### config.mk
export PLATFORM = sky130hd
export DESIGN_NAME = vec_unit_arbiter_flat
export DESIGN_NICKNAME = d
export VERILOG_FILES = /design/src/rtl/vec_unit_arbiter_if.sv /design/src/rtl/vec_unit_arbiter.sv /design/src/flat_wrapper.sv
export SDC_FILE = /design/constraint.sdc
export NUM_CORES = 1
export LEC_CHECK = 0
export ABC_AREA = 0
export CORE_AREA = 10 10 217 219
export DETAILED_ROUTE_END_ITERATION = 16
export DIE_AREA = 0 0 227 229
export SYNTH_ARGS = -nofsm -noshare
export SYNTH_HDL_FRONTEND = slang
export SYNTH_SLANG_ARGS = --single-unit
### constraint.sdc
create_clock -name i_clk -period 5.45 [get_ports i_clk]
set_input_delay 1.09 -clock i_clk [delete_from_list [all_inputs] [get_ports i_clk]]
set_output_delay 1.09 -clock i_clk [all_outputs]
set_load 0.01 [all_outputs]
### src/rtl/vec_unit_arbiter_if.sv
// ---------------------------------------------------------------------------
// vec_unit_arbiter_if
//   Bundles the requester-side handshake/result bus and the shared vector unit
//   operand/result bus of vec_unit_arbiter.
//
//   Requester side : i_req_valid, i_req_x/y/z (packed, requester k at
//                    [27k+26:27k]), o_req_ready (one-hot grant),
//                    o_res_valid (one-hot), o_res_x/y/z, o_res_tag
//   Unit side      : o_unit_x/y/z, o_unit_valid, i_unit_x/y/z
//
//   modport slave  : the arbiter
//   modport master : the environment (march cores + vector unit)
// ---------------------------------------------------------------------------
interface vec_unit_arbiter_if #(
    parameter int NUM_REQ = 4,
    parameter int TAG_W   = $clog2(NUM_REQ)
);
    logic [NUM_REQ-1:0]    i_req_valid;
    logic [NUM_REQ*27-1:0] i_req_x;
    logic [NUM_REQ*27-1:0] i_req_y;
    logic [NUM_REQ*27-1:0] i_req_z;
    logic [NUM_REQ-1:0]    o_req_ready;

    logic [26:0]           o_unit_x;
    logic [26:0]           o_unit_y;
    logic [26:0]           o_unit_z;
    logic                  o_unit_valid;
    logic [26:0]           i_unit_x;
    logic [26:0]           i_unit_y;
    logic [26:0]           i_unit_z;

    logic [NUM_REQ-1:0]    o_res_valid;
    logic [26:0]           o_res_x;
    logic [26:0]           o_res_y;
    logic [26:0]           o_res_z;
    logic [TAG_W-1:0]      o_res_tag;

    modport slave (
        input  i_req_valid, i_req_x, i_req_y, i_req_z,
        input  i_unit_x, i_unit_y, i_unit_z,
        output o_req_ready,
        output o_unit_x, o_unit_y, o_unit_z, o_unit_valid,
        output o_res_valid, o_res_x, o_res_y, o_res_z, o_res_tag
    );

    modport master (
        output i_req_valid, i_req_x, i_req_y, i_req_z,
        output i_unit_x, i_unit_y, i_unit_z,
        input  o_req_ready,
        input  o_unit_x, o_unit_y, o_unit_z, o_unit_valid,
        input  o_res_valid, o_res_x, o_res_y, o_res_z, o_res_tag
    );
endinterface

### src/rtl/vec_unit_arbiter.sv
// ---------------------------------------------------------------------------
// vec_unit_arbiter
//   Round-robin sharing of one fixed-latency, fully pipelined vector unit
//   among NUM_REQ requesters. One grant per cycle at most; the granted
//   requester's x/y/z operands are registered onto the unit inputs and its
//   index travels down a tag/valid shift register matched to the unit
//   latency, so the result can be steered back to its owner.
//
//   Ports
//     i_clk     : clock
//     i_rst_n   : synchronous active-low reset
//     i_enable  : grant enable (0 stops new grants, in-flight ops drain)
//     bus       : vec_unit_arbiter_if.slave (requester + unit buses)
//     o_busy    : any op in flight
//
//   Optional build macro VEC_UNIT_ARB_PERF_EN adds saturating 32-bit
//   counters o_perf_issue_cnt, o_perf_conflict_cnt, o_perf_busy_cnt.
//   Functional behaviour is identical with or without it.
// ---------------------------------------------------------------------------
module vec_unit_arbiter #(
    parameter int NUM_REQ = 4,
    parameter int LATENCY = 9,
    parameter int TAG_W   = $clog2(NUM_REQ)
) (
    input  logic              i_clk,
    input  logic              i_rst_n,
    input  logic              i_enable,
    vec_unit_arbiter_if.slave bus,
    output logic              o_busy
`ifdef VEC_UNIT_ARB_PERF_EN
    ,
    output logic [31:0]       o_perf_issue_cnt,
    output logic [31:0]       o_perf_conflict_cnt,
    output logic [31:0]       o_perf_busy_cnt
`endif
);

    localparam int               OPW      = 27;
    localparam logic [TAG_W-1:0] LAST_IDX = TAG_W'(NUM_REQ - 1);
    localparam logic [TAG_W:0]   NUM_EXT  = (TAG_W + 1)'(NUM_REQ);

    // ------------------------------------------------------------------
    // Round-robin grant (combinational, independent of anything downstream)
    // ------------------------------------------------------------------
    logic [TAG_W-1:0]   rr_ptr_q, rr_ptr_d;
    logic               grant_any;
    logic [TAG_W-1:0]   grant_idx;
    logic [TAG_W:0]     scan_sum;
    logic [TAG_W-1:0]   scan_idx;
    logic [NUM_REQ-1:0] req_ready;

    // Scan from the pointer with an explicit modulo so that non power-of-two
    // NUM_REQ never produces an index >= NUM_REQ.
    always_comb begin
        grant_any = 1'b0;
        grant_idx = '0;
        scan_sum  = '0;
        scan_idx  = '0;
        if (i_enable) begin
            for (int i = 0; i < NUM_REQ; i++) begin
                scan_sum = {1'b0, rr_ptr_q} + (TAG_W + 1)'(i);
                if (scan_sum >= NUM_EXT) begin
                    scan_sum = scan_sum - NUM_EXT;
                end
                scan_idx = scan_sum[TAG_W-1:0];
                if (!grant_any && bus.i_req_valid[scan_idx]) begin
                    grant_any = 1'b1;
                    grant_idx = scan_idx;
                end
            end
        end
    end

    always_comb begin
        req_ready = '0;
        if (grant_any) begin
            req_ready[grant_idx] = 1'b1;
        end
    end

    // A grant is always to a valid requester, so grant_any is the transfer.
    always_comb begin
        rr_ptr_d = rr_ptr_q;
        if (grant_any) begin
            rr_ptr_d = (grant_idx == LAST_IDX) ? '0 : grant_idx + TAG_W'(1);
        end
    end

    // ------------------------------------------------------------------
    // Issue registers
    // ------------------------------------------------------------------
    logic [OPW-1:0] unit_x_q, unit_x_d;
    logic [OPW-1:0] unit_y_q, unit_y_d;
    logic [OPW-1:0] unit_z_q, unit_z_d;
    logic           unit_valid_q, unit_valid_d;

    always_comb begin
        unit_x_d     = unit_x_q;
        unit_y_d     = unit_y_q;
        unit_z_d     = unit_z_q;
        unit_valid_d = grant_any;
        if (grant_any) begin
            unit_x_d = bus.i_req_x[int'(grant_idx)*OPW +: OPW];
            unit_y_d = bus.i_req_y[int'(grant_idx)*OPW +: OPW];
            unit_z_d = bus.i_req_z[int'(grant_idx)*OPW +: OPW];
        end
    end

    // ------------------------------------------------------------------
    // Tag/valid tracking. Stage 0 is loaded on the handshake edge; stage
    // LATENCY lines up with the cycle in which i_unit_* carries the result.
    // ------------------------------------------------------------------
    logic [LATENCY:0] sr_vld_q, sr_vld_d;
    logic [TAG_W-1:0] sr_tag_q [LATENCY+1];
    logic [TAG_W-1:0] sr_tag_d [LATENCY+1];

    always_comb begin
        sr_vld_d    = {sr_vld_q[LATENCY-1:0], grant_any};
        sr_tag_d[0] = grant_idx;
        for (int s = 1; s <= LATENCY; s++) begin
            sr_tag_d[s] = sr_tag_q[s-1];
        end
    end

    // ------------------------------------------------------------------
    // Result return
    // ------------------------------------------------------------------
    logic [OPW-1:0]     res_x_q, res_x_d;
    logic [OPW-1:0]     res_y_q, res_y_d;
    logic [OPW-1:0]     res_z_q, res_z_d;
    logic [TAG_W-1:0]   res_tag_q, res_tag_d;
    logic [NUM_REQ-1:0] res_valid_q, res_valid_d;

    // Data and tag hold when nothing returns; only the strobe drops.
    always_comb begin
        res_x_d     = res_x_q;
        res_y_d     = res_y_q;
        res_z_d     = res_z_q;
        res_tag_d   = res_tag_q;
        res_valid_d = '0;
        if (sr_vld_q[LATENCY]) begin
            res_x_d                        = bus.i_unit_x;
            res_y_d                        = bus.i_unit_y;
            res_z_d                        = bus.i_unit_z;
            res_tag_d                      = sr_tag_q[LATENCY];
            res_valid_d[sr_tag_q[LATENCY]] = 1'b1;
        end
    end

    // ------------------------------------------------------------------
    // State registers
    // ------------------------------------------------------------------
    always_ff @(posedge i_clk) begin
        if (!i_rst_n) begin
            rr_ptr_q     <= '0;
            unit_x_q     <= '0;
            unit_y_q     <= '0;
            unit_z_q     <= '0;
            unit_valid_q <= 1'b0;
            sr_vld_q     <= '0;
            for (int s = 0; s <= LATENCY; s++) begin
                sr_tag_q[s] <= '0;
            end
            res_x_q      <= '0;
            res_y_q      <= '0;
            res_z_q      <= '0;
            res_tag_q    <= '0;
            res_valid_q  <= '0;
        end else begin
            rr_ptr_q     <= rr_ptr_d;
            unit_x_q     <= unit_x_d;
            unit_y_q     <= unit_y_d;
            unit_z_q     <= unit_z_d;
            unit_valid_q <= unit_valid_d;
            sr_vld_q     <= sr_vld_d;
            for (int s = 0; s <= LATENCY; s++) begin
                sr_tag_q[s] <= sr_tag_d[s];
            end
            res_x_q      <= res_x_d;
            res_y_q      <= res_y_d;
            res_z_q      <= res_z_d;
            res_tag_q    <= res_tag_d;
            res_valid_q  <= res_valid_d;
        end
    end

    logic busy;
    assign busy = (|sr_vld_q) | unit_valid_q;

`ifdef VEC_UNIT_ARB_PERF_EN
    // ------------------------------------------------------------------
    // Saturating performance counters
    // ------------------------------------------------------------------
    logic [31:0] perf_issue_q, perf_issue_d;
    logic [31:0] perf_conflict_q, perf_conflict_d;
    logic [31:0] perf_busy_q, perf_busy_d;
    logic        multi_req;

    // More than one bit set <=> clearing the lowest set bit leaves something.
    assign multi_req = |(bus.i_req_valid & (bus.i_req_valid - NUM_REQ'(1)));

    always_comb begin
        perf_issue_d    = perf_issue_q;
        perf_conflict_d = perf_conflict_q;
        perf_busy_d     = perf_busy_q;
        if (grant_any && (perf_issue_q != '1)) begin
            perf_issue_d = perf_issue_q + 32'd1;
        end
        if (i_enable && multi_req && (perf_conflict_q != '1)) begin
            perf_conflict_d = perf_conflict_q + 32'd1;
        end
        if (busy && (perf_busy_q != '1)) begin
            perf_busy_d = perf_busy_q + 32'd1;
        end
    end

    always_ff @(posedge i_clk) begin
        if (!i_rst_n) begin
            perf_issue_q    <= '0;
            perf_conflict_q <= '0;
            perf_busy_q     <= '0;
        end else begin
            perf_issue_q    <= perf_issue_d;
            perf_conflict_q <= perf_conflict_d;
            perf_busy_q     <= perf_busy_d;
        end
    end

    assign o_perf_issue_cnt    = perf_issue_q;
    assign o_perf_conflict_cnt = perf_conflict_q;
    assign o_perf_busy_cnt     = perf_busy_q;
`else
`endif

    // ------------------------------------------------------------------
    // Outputs
    // ------------------------------------------------------------------
    assign bus.o_req_ready  = req_ready;
    assign bus.o_unit_x     = unit_x_q;
    assign bus.o_unit_y     = unit_y_q;
    assign bus.o_unit_z     = unit_z_q;
    assign bus.o_unit_valid = unit_valid_q;
    assign bus.o_res_x      = res_x_q;
    assign bus.o_res_y      = res_y_q;
    assign bus.o_res_z      = res_z_q;
    assign bus.o_res_tag    = res_tag_q;
    assign bus.o_res_valid  = res_valid_q;
    assign o_busy           = busy;

endmodule

### src/flat_wrapper.sv
// flat-port wrapper written by rule: the top's interface ports become plain ports
module vec_unit_arbiter_flat 
#(
    parameter int NUM_REQ = 4,
    parameter int LATENCY = 9,
    parameter int TAG_W   = $clog2(NUM_REQ)
)
  (i_clk, i_rst_n, i_enable, o_busy, bus_i_req_valid, bus_i_req_x, bus_i_req_y, bus_i_req_z, bus_i_unit_x, bus_i_unit_y, bus_i_unit_z, bus_o_req_ready, bus_o_unit_x, bus_o_unit_y, bus_o_unit_z, bus_o_unit_valid, bus_o_res_valid, bus_o_res_x, bus_o_res_y, bus_o_res_z, bus_o_res_tag);
  vec_unit_arbiter_if #(.NUM_REQ(NUM_REQ), .TAG_W(TAG_W)) bus_i ();
  input  logic i_clk;
  input  logic i_rst_n;
  input  logic i_enable;
  output logic o_busy;
  input wire logic [$bits(bus_i.i_req_valid)-1:0] bus_i_req_valid;
  input wire logic [$bits(bus_i.i_req_x)-1:0] bus_i_req_x;
  input wire logic [$bits(bus_i.i_req_y)-1:0] bus_i_req_y;
  input wire logic [$bits(bus_i.i_req_z)-1:0] bus_i_req_z;
  input wire logic [$bits(bus_i.i_unit_x)-1:0] bus_i_unit_x;
  input wire logic [$bits(bus_i.i_unit_y)-1:0] bus_i_unit_y;
  input wire logic [$bits(bus_i.i_unit_z)-1:0] bus_i_unit_z;
  output wire logic [$bits(bus_i.o_req_ready)-1:0] bus_o_req_ready;
  output wire logic [$bits(bus_i.o_unit_x)-1:0] bus_o_unit_x;
  output wire logic [$bits(bus_i.o_unit_y)-1:0] bus_o_unit_y;
  output wire logic [$bits(bus_i.o_unit_z)-1:0] bus_o_unit_z;
  output wire logic [$bits(bus_i.o_unit_valid)-1:0] bus_o_unit_valid;
  output wire logic [$bits(bus_i.o_res_valid)-1:0] bus_o_res_valid;
  output wire logic [$bits(bus_i.o_res_x)-1:0] bus_o_res_x;
  output wire logic [$bits(bus_i.o_res_y)-1:0] bus_o_res_y;
  output wire logic [$bits(bus_i.o_res_z)-1:0] bus_o_res_z;
  output wire logic [$bits(bus_i.o_res_tag)-1:0] bus_o_res_tag;
  assign bus_i.i_req_valid = bus_i_req_valid;
  assign bus_i.i_req_x = bus_i_req_x;
  assign bus_i.i_req_y = bus_i_req_y;
  assign bus_i.i_req_z = bus_i_req_z;
  assign bus_i.i_unit_x = bus_i_unit_x;
  assign bus_i.i_unit_y = bus_i_unit_y;
  assign bus_i.i_unit_z = bus_i_unit_z;
  assign bus_o_req_ready = bus_i.o_req_ready;
  assign bus_o_unit_x = bus_i.o_unit_x;
  assign bus_o_unit_y = bus_i.o_unit_y;
  assign bus_o_unit_z = bus_i.o_unit_z;
  assign bus_o_unit_valid = bus_i.o_unit_valid;
  assign bus_o_res_valid = bus_i.o_res_valid;
  assign bus_o_res_x = bus_i.o_res_x;
  assign bus_o_res_y = bus_i.o_res_y;
  assign bus_o_res_z = bus_i.o_res_z;
  assign bus_o_res_tag = bus_i.o_res_tag;
  vec_unit_arbiter #(.NUM_REQ(NUM_REQ), .LATENCY(LATENCY), .TAG_W(TAG_W)) u_core (.i_clk(i_clk), .i_rst_n(i_rst_n), .i_enable(i_enable), .bus(bus_i), .o_busy(o_busy));
endmodule
==> summary.md <==
| Metric | Value |
|---|---|
| RePlAce Congestion | `0.8825` |
| Min Hold Slack | `~0.43 ns` |
| Synth warn | `0` |
| P&R area growth vs syn | `64.45%` |
| Multiplexer share of the synthesized area | `7.903%` |
| Via density | `5.179` |
| Post-CTS Setup Bufs | `0` |
| Post-synth EDFFs | `0` |
| Clock Skew | `between 0.015 and 0.02 ns` |
| Io pins | `roughly 590` |
| GRT Total Usage | `roughly a fifth` |
| Path type of the worst min-delay path | `reg -> reg` |
| Unrepaired setup endpoints after global routing | `false` |
| Synth Area in Simple Gates | `23.60%` |
| Comb pwr share | `roughly 27%` |
| Psw | `1.160 mW` |
| Synthesized flop and latch total | `200` |
| Adder-Cell Fraction of Synth Area | `0.4819%` |
| Antenna violations before repair | `5` |
| Final Cell Area | `between 15000 and 20000 µm²` |
| Drt first pass iters | `5` |
| Post-synthesis sequential area ratio | `38.55%` |
| Internal Power | `2.669 mW` |
| Clk slew on worst S/H paths | `0.07 ns` |
| Wire per inst | `25.07 µm` |
| Clock buffer count from CTS | `17` |
| Finished Layout Cells | `roughly 2200` |
| Final setup viols | `0` |
| Total power | `3.829 mW` |
| Max_slew headroom | `28.83%` |
| Later-pin clock latency in the skew report | `approximately 0.46 ns` |
| Min-delay src | `u_core.sr_tag_q[0][11]` |
| Hold Vio Cnt, Final | `0` |
| Detailed Route Iter0 Violations | `roughly 700` |
| Area fraction in compound gates after synthesis | `23.24%` |
| # resized after CTS | `0` |
| Critical Path AT | `~3.5 ns` |
| DRC viols | `0` |
| Layout Nets | `2032` |
| CTS Sinks | `200` |
| Synthesized instance count | `1137` |
| Mean Syn Cell Area | `9.135 µm²` |
| Area of the die | `51980 µm²` |
| Worst EP required | `4.36 ns` |
| H-Tree Depth | `4` |
| Status | `completed` |
| Post-detail-place hpwl | `39.59 mm` |
| Largest net degree at the start of global routing | `roughly 100` |
| Proportion of layout cells with a drive suffix above 1 | `6.634%` |
| Die height | `229 µm` |
| Mapped cell area | `10390 µm²` |
| Worst Setup End Kind | `output port` |
| Reg2reg start | `u_core.rr_ptr_q[0]` |
| Switching Fraction | `a little under a third` |
| Main synth FF type | `dfxtp_1` |
| Crit path time final | `4.559 ns` |
| Worst-margin pin slew | `about 1.1 ns` |
| Root Driver | `clkbuf_16` |
| Via count | `11270` |
| Placed standard-cell area | `16520 µm²` |
| Sum of negative setup slack | `0 ns` |
| Post-synth ARST share | `0%` |
| Vias in the first global route | `11690` |
| Maximum clock rate | `about 220 MHz` |
| Die W | `227 µm` |
| Crit-path max FO | `8` |
| Global Route met3 Usage | `8.665%` |
| Initial core utilization | `roughly 24%` |
| Post-synthesis xor/xnor area fraction | `0%` |
| CTS tree | `yes` |
| Final period util | `83.65%` |
| Remaining global-route overflow | `0` |
| CP Class | `in -> out` |
| Row count | `76` |
| Synth Net Count | `1553` |
| Pins over their slew limit | `0` |
| Combinational family with the most area after synthesis | `simple AND/OR/NAND/NOR gates` |
| GR Util met1 | `21.95%` |
| Dpl cells | `2143` |
| Antenna-violating nets left | `0` |
| Pleak | `5.824 nW` |
| CORE AREA | `~43000 µm²` |
| Clk pwr share | `between 30% and 40%` |
| Worst-case clock buffer depth | `2` |
| Fraction of power consumed by sequential logic | `between 40% and 50%` |
| Grt met2 use | `33.34%` |
| Worst Setup SP | `bus_i_req_valid[0]` |
| Max-cap violations | `0` |
| Max IR drop VDD | `0.1630 mV` |
| First-pass GRT wire length | `78.38 mm` |
| Most Used Layer, Global Route | `met2` |
| Netlist cell types | `47` |
| Drt total wl | `54.54 mm` |
| Startpoint types | `input port` |
| Port-buffer cells | `just under 600` |
| Pwr/cell area | `224.2 nW/µm²` |
| CTS Hold Bufs | `0` |
-- state kept, by name, indices dropped and copies added (netlist names) --
| signal | count |
|---|---|
| u_core.bus.o_res_x | 27 |
| u_core.bus.o_res_y | 27 |
| u_core.bus.o_res_z | 27 |
| u_core.bus.o_unit_x | 27 |
| u_core.bus.o_unit_y | 27 |
| u_core.bus.o_unit_z | 27 |
| u_core.sr_tag_q | 20 |
| u_core.sr_vld_q | 10 |
| u_core.bus.o_res_valid | 4 |
| u_core.bus.o_res_tag | 2 |
| u_core.rr_ptr_q | 2 |
-- metrics by stage --
step	setup slack [ns]	util [%]
after floorplan	1.664	-
after global placement	0.8742	38.70
after detailed placement	0.8848	38.70
after CTS	0.8826	39.99
after global routing	0.6872	40.00
final	0.8910	40.00
-- per-layer routing --
layer  vias up  part of all wire (%)
met1      5363                    38
met3        69                    11
met4         6                   3.0
met5         -                 0.059
li1       5334                     -
met2       498                    47
-- power by group through the flow --
stage / logic, mW / clock network, mW / registers [mW]
floorplan: 0.414 / 0 / 1.61
global placement: 1.03 / 0 / 1.59
detailed placement: 1.03 / 0 / 1.59
CTS: 1.04 / 1.28 / 1.56
global route: 1.10 / 1.33 / 1.57
finish: 1.03 / 1.24 / 1.56
-- path summary, 6_finish.rpt --
check                           end  slack (ns)  depth (start not counted)
min reg2reg  u_core.sr_tag_q[0][13]        0.43                          1
max reg2reg  u_core.bus.o_unit_x[2]        2.35                          7
max              bus_o_req_ready[1]        0.89                          8
min          u_core.sr_tag_q[0][13]        0.43                          1
-- layout by cell type (no fill, tap or decap), types with 2 or more instances in the layout --
cell / count
clkdlybuf4s50_1: 584
dfxtp_1: 199
nor2b_1: 85
mux2i_1: 82
and4_1: 79
a211oi_1: 53
nand3_1: 39
a31o_2: 38
or4_1: 38
a21oi_1: 38
o31ai_1: 38
and2_1: 32
nor4_1: 30
and3_1: 29
a211o_1: 28
a31oi_1: 28
a31o_1: 28
o21ai_0: 25
buf_4: 23
o21ai_1: 21
clkbuf_16: 17
o22ai_1: 15
a2111oi_0: 15
nor2_1: 8
nand2_1: 5
clkinvlp_4: 5
nand2b_1: 4
inv_1: 4
ha_1: 4
inv_6: 3
diode_2: 2
a21boi_0: 2
o21ai_4: 2
nor4bb_1: 2
o21a_2: 2
and4_4: 2
clkinv_8: 2
-- synth_stat cells, drive strengths merged (2+ instances only) --
cell type / n / area (µm²)
a2111oi: 15 / 131.4
a211o: 28 / 245.2
a211oi: 53 / 397.9
a21boi: 2 / 15.01
a21oi: 38 / 190.2
a31o: 66 / 578.1
a31oi: 28 / 175.2
and2: 33 / 209.0
and3: 29 / 181.4
and4: 81 / 714.4
buf: 47 / 246.5
clkbuf: 101 / 379.1
dfxtp: 200 / 4004
ha: 4 / 50.05
inv: 5 / 21.27
mux2i: 82 / 820.8
nand2: 6 / 22.52
nand2b: 4 / 25.02
nand3: 40 / 205.2
nor2: 9 / 41.29
nor2b: 85 / 531.8
nor4: 30 / 187.7
nor4bb: 2 / 20.02
o21a: 2 / 15.01
o21ai: 48 / 247.7
o22ai: 15 / 93.84
o31ai: 38 / 285.3
or4: 38 / 285.3
-- worst max-delay path, stage by stage --
cell	delay, ns
clkdlybuf4s50_1	0.63
nor4bb_1	0.48
o21ai_1	0.15
o311a_4	0.17
inv_1	0.11
ha_1	0.15
and2_1	0.14
clkdlybuf4s50_1	0.54
-- kinds of logic (layout without fill, tap and decap cells) --
logic type,count (synthesis),in the layout
DFF,200,200
other,0,2
muxes,82,82
AOI/OAI and AO/OA,337,337
buffers and inverters,153,644
and+or+nand+nor,361,361
adders and majority gates,4,4
-- layout make-up --
class                           instances  area (µm²)
Clock inverter                         13       121.4
Fill cell                            4314       25620
Inverter                                5       21.27
Multi-Input combinational cell        784        5774
Clock buffer                           18       429.2
Tap cell                              546       683.2
Antenna cell                            2       5.005
Timing Repair Buffer                  608        6038
Sequential cell                       200        4008
Power figures use the tool's default switching activity.
